## src/rtl/spi_slave_stream.sv

```systemverilog
// SPI slave exchanging a continuous stream of WIDTH-bit words per chip-select frame.
// Bus pins are oversampled in the system_clk domain; all four SPI modes and both bit orders.
module spi_slave_stream #(
    parameter int unsigned WIDTH     = 32,
    parameter bit          CPOL      = 1'b0,
    parameter bit          CPHA      = 1'b0,
    parameter bit          LSB_FIRST = 1'b0
) (
    input  logic             system_clk,
    input  logic             system_nrst,
    input  logic             pin_ncs,
    input  logic             pin_clk,
    input  logic             pin_mosi,
    output logic             pin_miso,
    output logic             pin_miso_en,
    input  logic [WIDTH-1:0] tx_data,
    input  logic             tx_valid,
    output logic             tx_ready,
    output logic             tx_underrun,
    output logic [WIDTH-1:0] rx_data,
    output logic             rx_valid,
    output logic             cs_start,
    output logic             cs_stop,
    output logic             frame_error
);
    localparam int unsigned    CW   = $clog2(WIDTH);
    localparam logic [CW-1:0] LAST = CW'(WIDTH - 1);

    typedef enum logic {IDLE, ACTIVE} state_t;

    state_t            state_q, state_d;
    logic [2:0]        ncs_sync_q, ncs_sync_d;
    logic [2:0]        clk_sync_q, clk_sync_d;
    logic [2:0]        mosi_sync_q, mosi_sync_d;
    logic [1:0]        flush_q, flush_d;
    logic              armed_q, armed_d;
    logic [CW-1:0]     bit_cnt_q, bit_cnt_d;
    logic              wrapped_q, wrapped_d;
    logic [WIDTH-1:0]  tx_sr_q, tx_sr_d;
    logic [WIDTH-1:0]  rx_sr_q, rx_sr_d;
    logic [WIDTH-1:0]  rx_data_q, rx_data_d;
    logic              rx_valid_q, rx_valid_d;
    logic              cs_start_q, cs_start_d;
    logic              cs_stop_q, cs_stop_d;
    logic              frame_error_q, frame_error_d;

    logic              ncs_fall, ncs_rise, clk_rise, clk_fall;
    logic              lead_edge, trail_edge, sample_edge, shift_edge;
    logic              active, frame_start, frame_stop, do_sample, do_shift, load;
    logic [CW-1:0]     cnt_after;

    assign ncs_fall    = ncs_sync_q[2] & ~ncs_sync_q[1];
    assign ncs_rise    = ~ncs_sync_q[2] & ncs_sync_q[1];
    assign clk_rise    = ~clk_sync_q[2] & clk_sync_q[1];
    assign clk_fall    = clk_sync_q[2] & ~clk_sync_q[1];
    assign lead_edge   = CPOL ? clk_fall : clk_rise;
    assign trail_edge  = CPOL ? clk_rise : clk_fall;
    assign sample_edge = CPHA ? trail_edge : lead_edge;
    assign shift_edge  = CPHA ? lead_edge : trail_edge;

    assign active      = (state_q == ACTIVE);
    assign frame_start = (state_q == IDLE) & armed_q & ncs_fall;
    assign frame_stop  = active & ncs_rise;
    assign do_sample   = active & sample_edge;
    assign do_shift    = active & shift_edge;
    // CPHA=0 preloads at frame start, so a zero count on a shift edge only reloads after a wrap
    assign load        = (frame_start & ~CPHA) |
                         (do_shift & (bit_cnt_q == '0) & (CPHA | wrapped_q));

    always_ff @(posedge system_clk or negedge system_nrst) begin
        if (!system_nrst) begin
            state_q <= IDLE;
        end else begin
            state_q <= state_d;
        end
    end

    always_comb begin
        state_d = state_q;
        case (state_q)
            IDLE:    if (frame_start) state_d = ACTIVE;
            ACTIVE:  if (ncs_rise)    state_d = IDLE;
            default: state_d = IDLE;
        endcase
    end

    always_comb begin
        ncs_sync_d    = {ncs_sync_q[1:0], pin_ncs};
        clk_sync_d    = {clk_sync_q[1:0], pin_clk};
        mosi_sync_d   = {mosi_sync_q[1:0], pin_mosi};
        flush_d       = {flush_q[0], 1'b1};
        // arm only once the ncs chain holds a genuinely sampled high level
        armed_d       = armed_q | (flush_q[1] & ncs_sync_q[1]);
        bit_cnt_d     = bit_cnt_q;
        wrapped_d     = wrapped_q;
        tx_sr_d       = tx_sr_q;
        rx_sr_d       = rx_sr_q;
        rx_data_d     = rx_data_q;
        rx_valid_d    = 1'b0;
        cs_start_d    = frame_start;
        cs_stop_d     = 1'b0;
        frame_error_d = 1'b0;
        tx_ready      = 1'b0;
        tx_underrun   = 1'b0;
        cnt_after     = bit_cnt_q;

        if (frame_start) begin
            bit_cnt_d = '0;
            wrapped_d = 1'b0;
            rx_sr_d   = '0;
        end

        if (do_sample) begin
            rx_sr_d = LSB_FIRST ? {mosi_sync_q[2], rx_sr_q[WIDTH-1:1]}
                                : {rx_sr_q[WIDTH-2:0], mosi_sync_q[2]};
            if (bit_cnt_q == LAST) begin
                cnt_after  = '0;
                rx_data_d  = rx_sr_d;
                rx_valid_d = 1'b1;
                wrapped_d  = 1'b1;
            end else begin
                cnt_after  = bit_cnt_q + 1'b1;
            end
            bit_cnt_d = cnt_after;
        end

        if (load) begin
            tx_ready  = 1'b1;
            wrapped_d = 1'b0;
            if (tx_valid) begin
                tx_sr_d = tx_data;
            end else begin
                tx_sr_d     = '0;
                tx_underrun = 1'b1;
            end
        end else if (do_shift && (bit_cnt_q != '0)) begin
            tx_sr_d = LSB_FIRST ? {1'b0, tx_sr_q[WIDTH-1:1]} : {tx_sr_q[WIDTH-2:0], 1'b0};
        end

        // a sample on the stop cycle counts first, so a just-finished word is no error
        if (frame_stop) begin
            cs_stop_d     = 1'b1;
            frame_error_d = (cnt_after != '0);
        end
    end

    always_ff @(posedge system_clk or negedge system_nrst) begin
        if (!system_nrst) begin
            ncs_sync_q    <= '1;
            clk_sync_q    <= {3{CPOL}};
            mosi_sync_q   <= '0;
            flush_q       <= '0;
            armed_q       <= 1'b0;
            bit_cnt_q     <= '0;
            wrapped_q     <= 1'b0;
            tx_sr_q       <= '0;
            rx_sr_q       <= '0;
            rx_data_q     <= '0;
            rx_valid_q    <= 1'b0;
            cs_start_q    <= 1'b0;
            cs_stop_q     <= 1'b0;
            frame_error_q <= 1'b0;
        end else begin
            ncs_sync_q    <= ncs_sync_d;
            clk_sync_q    <= clk_sync_d;
            mosi_sync_q   <= mosi_sync_d;
            flush_q       <= flush_d;
            armed_q       <= armed_d;
            bit_cnt_q     <= bit_cnt_d;
            wrapped_q     <= wrapped_d;
            tx_sr_q       <= tx_sr_d;
            rx_sr_q       <= rx_sr_d;
            rx_data_q     <= rx_data_d;
            rx_valid_q    <= rx_valid_d;
            cs_start_q    <= cs_start_d;
            cs_stop_q     <= cs_stop_d;
            frame_error_q <= frame_error_d;
        end
    end

    assign pin_miso    = LSB_FIRST ? tx_sr_q[0] : tx_sr_q[WIDTH-1];
    assign pin_miso_en = active & ~pin_ncs;
    assign rx_data     = rx_data_q;
    assign rx_valid    = rx_valid_q;
    assign cs_start    = cs_start_q;
    assign cs_stop     = cs_stop_q;
    assign frame_error = frame_error_q;

endmodule
```

## config.mk

```make
export PLATFORM = sky130hd
export DESIGN_NAME = spi_slave_stream
export DESIGN_NICKNAME = d
export VERILOG_FILES = /design/src/rtl/spi_slave_stream.sv
export SDC_FILE = /design/constraint.sdc
export NUM_CORES = 1
export LEC_CHECK = 0
export ABC_CLOCK_PERIOD_IN_PS = 3200
export BUFFER_PORTS_ARGS = -buffer_cell sky130_fd_sc_hd__buf_2
export CORE_MARGIN = 5
export CORE_UTILIZATION = 50
export CTS_BUF_LIST = sky130_fd_sc_hd__clkbuf_4
export CTS_CLUSTER_DIAMETER = 40
export CTS_CLUSTER_SIZE = 40
export DETAILED_ROUTE_END_ITERATION = 7
export GPL_ROUTABILITY_DRIVEN = 1
export PLACE_DENSITY_LB_ADDON = 0.05
export SYNTH_ARGS = -nofsm -noshare
export SYNTH_HDL_FRONTEND = slang
export SYNTH_SLANG_ARGS = --single-unit
```

## constraint.sdc

```tcl
create_clock -name system_clk -period 3.2 [get_ports system_clk]
set_clock_uncertainty 0.1 [all_clocks]
set_input_delay 0 -clock system_clk [delete_from_list [all_inputs] [get_ports system_clk]]
set_output_delay 0 -clock system_clk [all_outputs]
set_load 0.01 [all_outputs]
```

==> run metrics, run 1 <==
CTS tree yes; DP Cell Count 595; footprint of the multi-input gates 1710 µm²; DIE AREA 11700 µm²; Yosys reg bits 118; # IOs 78; Post-CTS Setup Repair Bufs 0; Core Area 9330 µm²; Longest Clk Path Bufs 2; total wire length 10000 µm; Total GRT Usage 18.8%; Fmax 402 MHz; class of the worst hold path primary input to async pin; ys async rst share 100%; crit start category flop; layout net count 589; ANT cells 0; Die Y 108 µm; max_cap viols 0; reg2reg setup slack 0.71 ns; clock sinks 118; fin cells 689; Worst Slack Setup Final 0.711 ns; Slew headroom 50.0%; clk_lat worst skew 0.50 ns; Pwr per Cell Area 527 nW/µm²; Post-DP HPWL 5970 µm; Distinct cells, synth 39; Synth area leader dfrtp_1; DP Worst Slack 1.00 ns; via count 3546; worst slew pin tran 0.750 ns; internal power 2.37 mW; leakage 2.93 nW; status completed; Synth top area share 59.9%; R2R Path Start bit_cnt_q[3]; sw frac 27.4%; Mapped Cells 409; top cells by area, synth dfrtp_1, mux2_2, nand2_1, mux2i_1, o21ai_0; reg2reg end tx_sr_q[20]; Hold Fails Final Rpt 0; IR drop worst, VDD 0.262 mV; fin crit period 2.49 ns; GRT overflow 0; Comb power frac 14.4%; Final Instance Area 6180 µm²; Final Setup Violations 0; commonest register cell after synthesis dfrtp_1; Syn Area/Cell 11.8 µm²; area delta synth->final 28.7%; initial antenna violation count 0; Crit Path Class flop to flop; number of enable flip-flop cells after synthesis 0; # hold bufs at CTS 63; Starting DRT DRC Count 161; Worst Setup End Kind flop; # DRC 0; H-Tree Level Count 4; total power 3.26 mW; global-route wire length before repair 17300 µm; top-count cell post-synth dfrtp_1; sequential share of the synthesized area 61.5%; Post-DRT Antenna Nets 0; WL/cell 14.5 µm; RSZ-0062 raised after global routing no; critical path arrival 2.81 ns; R2R depth 5; Post-Syn Nets 450; IO buf count 77; Ys Warns 0; P_sw 0.894 mW; Area after DPL 5300 µm²; Synth Cell Area 4810 µm²; Placer Congestion 0.714; largest net degree at the start of global routing 62; fill cell count 748; setup tns final 0 ns; clk slew on worst S/H paths 0.10 ns; Worst Path Required 3.52 ns; vias in the first global route 3507; CTS Buf Count 17; Register Area 2960 µm²; # rows 35; period utilisation layout 77.8%; synth cell count leaders dfrtp_1, nand2_1, o21ai_0; Flop pwr share 55.5%; initial core utilization 51.5%; Via density 5.15; die width 108 µm; post-CTS sizing 0; layout cell share with drive strength beyond 1 27.1%; Slew Viols, Final 0; crit-path max FO 61; Clk Tree Root Cell clkbuf_4; DR pass1 iterations 4; Clk pwr share 30.1%
-- state kept, by name, indices dropped and copies added, names as in the netlist --
name and count:
mosi_sync_q 3, rx_valid 1, bit_cnt_q 5, wrapped_q 1, rx_data 32, rx_sr_q 31
ncs_sync_q 3, tx_sr_q 32, flush_q 2, cs_start 1, clk_sync_q 3, active 1
cs_stop 1, armed_q 1, frame_error 1
-- how the worst max path moves through the flow --
stage	to	startpoint	slack (ns)
after floorplan	rx_data[10]	bit_cnt_q[0]	1.22
after global placement	tx_sr_q[22]	bit_cnt_q[3]	1.08
after detailed placement	tx_sr_q[4]	bit_cnt_q[3]	1.0
after CTS	tx_sr_q[21]	bit_cnt_q[3]	0.74
after global routing	tx_sr_q[20]	bit_cnt_q[3]	0.57
final	tx_sr_q[20]	bit_cnt_q[3]	0.71
-- critical path, cell delays in order (launching register included) --
cell and delay, ns:
dfrtp_1 0.46, nor3_2 0.38, a41o_4 0.63, nand3_1 0.16
dlygate4sd3_1 0.60, o21ai_1 0.08
-- area by class of cell --
type | count | share of cell area (%)
inverter | 4 | 0.243
multi-input combinational | 260 | 27.6
clock buffer | 18 | 2.18
timing repair buffer | 147 | 17.7
sequential | 118 | 47.8
tap | 129 | 2.61
clock inverter | 13 | 1.86
-- layout by cell type (no fill, tap or decap), types with 4 or more instances in the layout --
| cell | n |
|---|---|
| a221o_1 | 7 |
| and3_1 | 9 |
| buf_2 | 76 |
| buf_4 | 6 |
| clkbuf_4 | 18 |
| clkinv_1 | 4 |
| clkinv_2 | 5 |
| dfrtp_1 | 115 |
| dlygate4sd3_1 | 63 |
| inv_1 | 4 |
| mux2_2 | 33 |
| mux2i_1 | 24 |
| nand2_1 | 68 |
| nand3_1 | 26 |
| nor2_1 | 4 |
| o21ai_0 | 40 |
| o21ai_1 | 22 |
-- layer usage --
layer	wire, µm	part of all wire (%)	vias up	global-route usage (%)
met3	349	3.5	12	5.19
met4	119	1.2	0	5.68
met2	4930	49	65	29.4
met5	0	0	-	0
met1	4610	46	1756	25.8
li1	-	-	1713	-
-- stage by stage --
stage,hold WS [ns],utilization [%]
after floorplan,-0.396,-
after global placement,0.0105,56.9
final,0.0134,66.3
after detailed placement,0.0105,56.9
after CTS,0.00505,66.3
after global routing,0.0426,66.3
-- logic make-up after synthesis --
logic type	synth area share, %
other	0.0780
xor gates and xnor gates	0.182
AOI/OAI and AO/OA	9.40
buffers and inverters	3.33
and+or+nand+nor	12.0
adders and majority gates	0.781
muxes	12.7
DFF	61.5
-- power by group through the flow --
stage / Sequential (mW) / Combinational, mW / Clock [mW]
floorplan: 1.80 / 0.306 / 0
detailed placement: 1.83 / 0.431 / 0
CTS: 1.81 / 0.471 / 1.02
global route: 1.84 / 0.538 / 1.09
finish: 1.81 / 0.470 / 0.981
global placement: 1.84 / 0.409 / 0
Note: power is estimated with default switching activity, not from simulation.
==> inputs of run 2 (changes only) <==
--- a/config.mk
+++ b/config.mk
@@ -5,7 +5,7 @@
 export SDC_FILE = /design/constraint.sdc
 export NUM_CORES = 1
 export LEC_CHECK = 0
-export ABC_CLOCK_PERIOD_IN_PS = 3200
+export ABC_CLOCK_PERIOD_IN_PS = 2100
 export BUFFER_PORTS_ARGS = -buffer_cell sky130_fd_sc_hd__buf_2
 export CORE_MARGIN = 5
 export CORE_UTILIZATION = 50
==> constraint.sdc (replaced) <==
create_clock -name system_clk -period 2.1 [get_ports system_clk]
set_clock_uncertainty 0.1 [all_clocks]
set_input_delay 0 -clock system_clk [delete_from_list [all_inputs] [get_ports system_clk]]
set_output_delay 0 -clock system_clk [all_outputs]
set_load 0.01 [all_outputs]
==> run 2 against run 1 <==
Against the previous run:
- combinational power up 68%
- register-to-register slack worse by 0.63 ns
- critical endpoint is now tx_underrun
- first-iteration DRC count down 22%
- routed wire length up 3.0%
- power up 56%
- highest routed layer unchanged
- count of clock-buffer cells in the layout unchanged
- cell count down 0.29%
- largest power group unchanged
- cell area about the same
==> run metrics, run 2 (synthesis gave the netlist of run 1 again) <==
Hold Slack 0.0509 ns (+0.0375 ns); GRT overflow 0 (unchanged); WL/cell 15.0 µm (+3.3%); R2R Path Start active; Crit Path Class flop to output port; Util after Layout 66.3% (about the same); Hold Fails Final Rpt 0 (unchanged); CTS tree yes; period utilisation layout 96.9%; area delta synth->final 28.6% (about the same); Clk pwr share 30.5% (+0.4 points); fin crit period 2.04 ns; setup tns final 0 ns (unchanged); Worst Hold Depth 2; Worst Slack Setup Final 0.0645 ns (-0.647 ns); Fmax 491 MHz; crit-path max FO 10 (-84%); Slew Viols, Final 0 (unchanged); Register Area 2960 µm² (+0.13%); status completed; Flop pwr share 54.0% (-1.5 points); RSZ-0062 raised after global routing yes; DR pass1 iterations 6 (+2); Top Layer Used met4; Post-DRT Antenna Nets 0 (unchanged); most frequent cells in the layout dfrtp_1, buf_2, nand2_1, o21ai_0, dlygate4sd3_1; layout cell share with drive strength beyond 1 32.5% (+5.4 points); CTS Buf Count 17 (unchanged); met2 WL 5240 µm (+6.3%); DR WL met3 418 µm (+20%); footprint of the multi-input gates 1740 µm² (+2.0%); via count 3506 (-1.1%); # rows 35 (unchanged); sw frac 27.9% (+0.50 points); Worst Path Required 2.00 ns (-1.52 ns); vias in the first global route 3526 (+0.54%); total power 5.10 mW (+56%); P_sw 1.42 mW (+59%); IR drop worst, VDD 0.544 mV (+110%); H-Tree Level Count 4 (unchanged); max_cap viols 0 (unchanged); Post-DP HPWL 6100 µm (+2.1%); die width 108 µm (unchanged); Core Area 9330 µm² (unchanged); clock sinks 118 (unchanged); clk_lat worst skew 0.51 ns (about the same); initial antenna violation count 0 (unchanged); internal power 3.68 mW (+55%); R2R depth 6 (+1); worst slew pin tran 0.541 ns (-0.209 ns); layout net count 585 (-0.68%); DIE AREA 11700 µm² (unchanged); Met1 Wirelength 4570 µm (-0.87%); Worst Setup End Kind output port; # DRC 0 (unchanged); leakage 3.00 nW (+2.4%); Total GRT Usage 19.0% (+0.19 points); Placer Congestion 0.742 (+3.9%); Pwr per Cell Area 825 nW/µm² (+56%); fill cell count 746 (-0.27%); reg2reg end tx_sr_q[8]; Die Y 108 µm (unchanged); Comb power frac 15.5% (+1.1 points); clk slew on worst S/H paths 0.09 ns (about the same); Longest Clk Path Bufs 2 (unchanged); total wire length 10300 µm (+3.0%); initial core utilization 51.5% (unchanged); class of the worst hold path primary input to flop; largest net degree at the start of global routing 40 (-35%); Hold EP clk_sync_q[0]; global-route wire length before repair 17300 µm (+0.32%); critical path arrival 1.94 ns (-0.87 ns); crit start category flop; min-delay src pin_clk; Starting DRT DRC Count 126 (-22%); DP Worst Slack 0.126 ns (-0.874 ns); commonest non-fill, non-tap cell in the layout dfrtp_1; reg2reg setup slack 0.08 ns (-0.63 ns); IO buf count 77 (unchanged); Clk Tree Root Cell clkbuf_4; # IOs 78 (unchanged); Final Setup Violations 0 (unchanged); Via density 5.10 (-0.84%); Slew headroom 63.9% (+14 points)
[run 2: changes by cell type in the layout (fill, tap and decap cells not counted), sizes merged, moves of 4 or more]
cell	change
buf	+18
clkinvlp	+4
clkinv	-4
dlygate4sd3	-23
[run 2: power groups by stage]
stage	sequential, mW	clock [mW]	combinational [mW]
floorplan	2.74	0	0.466
global placement	2.79	0	0.642
detailed placement	2.79	0	0.665
CTS	2.75	1.60	0.783
global route	2.79	1.71	0.894
finish	2.76	1.55	0.790
[run 2: layout make-up]
type,instances,area share (%)
Inverter,4,0.243
Tap cell,129,2.61
Multi-Input combinational cell,261,28.1
Sequential cell,118,47.9
Clock inverter,14,2.19
Antenna cell,1,0.0405
Clock buffer,18,2.19
Timing Repair Buffer,142,16.7
[run 2: how the worst max path moves through the flow]
stage / to / cells after the start / slack [ns] / from
4_1_cts: tx_underrun / 5 / 0.0003 / active
2_1_floorplan: rx_data[10] / 6 / 0.12 / bit_cnt_q[0]
3_5_place_dp: rx_data[17] / 6 / 0.13 / bit_cnt_q[0]
3_3_place_gp: rx_data[5] / 6 / 0.18 / bit_cnt_q[0]
6_report: tx_underrun / 5 / 0.06 / active
5_1_grt: tx_underrun / 5 / -0.05 / ncs_sync_q[2]
[run 2: critical path, cell delays in order (launching register included)]
cell and delay, ns:
dfrtp_2 0.45, and3b_2 0.23, a41o_4 0.31, buf_6 0.14
nor2b_2 0.15, buf_2 0.16
[run 2: routing by layer]
layer	track usage, %	vias up
li1	-	1706
met1	24.9	1716
met2	31.1	76
met3	5.13	8
met4	5.50	0
met5	0	-
[run 2: through the flow]
stage | cell area (µm²) | instances
3_5_place_dp | 5380 | 603
6_report | 6180 | 687
3_3_place_gp | 5380 | 603
2_1_floorplan | 4810 | 409
4_1_cts | 6200 | 689
5_1_grt | 6180 | 686
[run 2: what timing repair did]
item / in CTS / in global routing
hold buffers: 47 / 0
resized for setup: 5 / 7
endpoints found under the hold margin: 153 / 0
buffers inserted: 6 / 3
cloned: 1 / 0
setup endpoints to repair: 2 / 9
pin swaps: 4 / 3
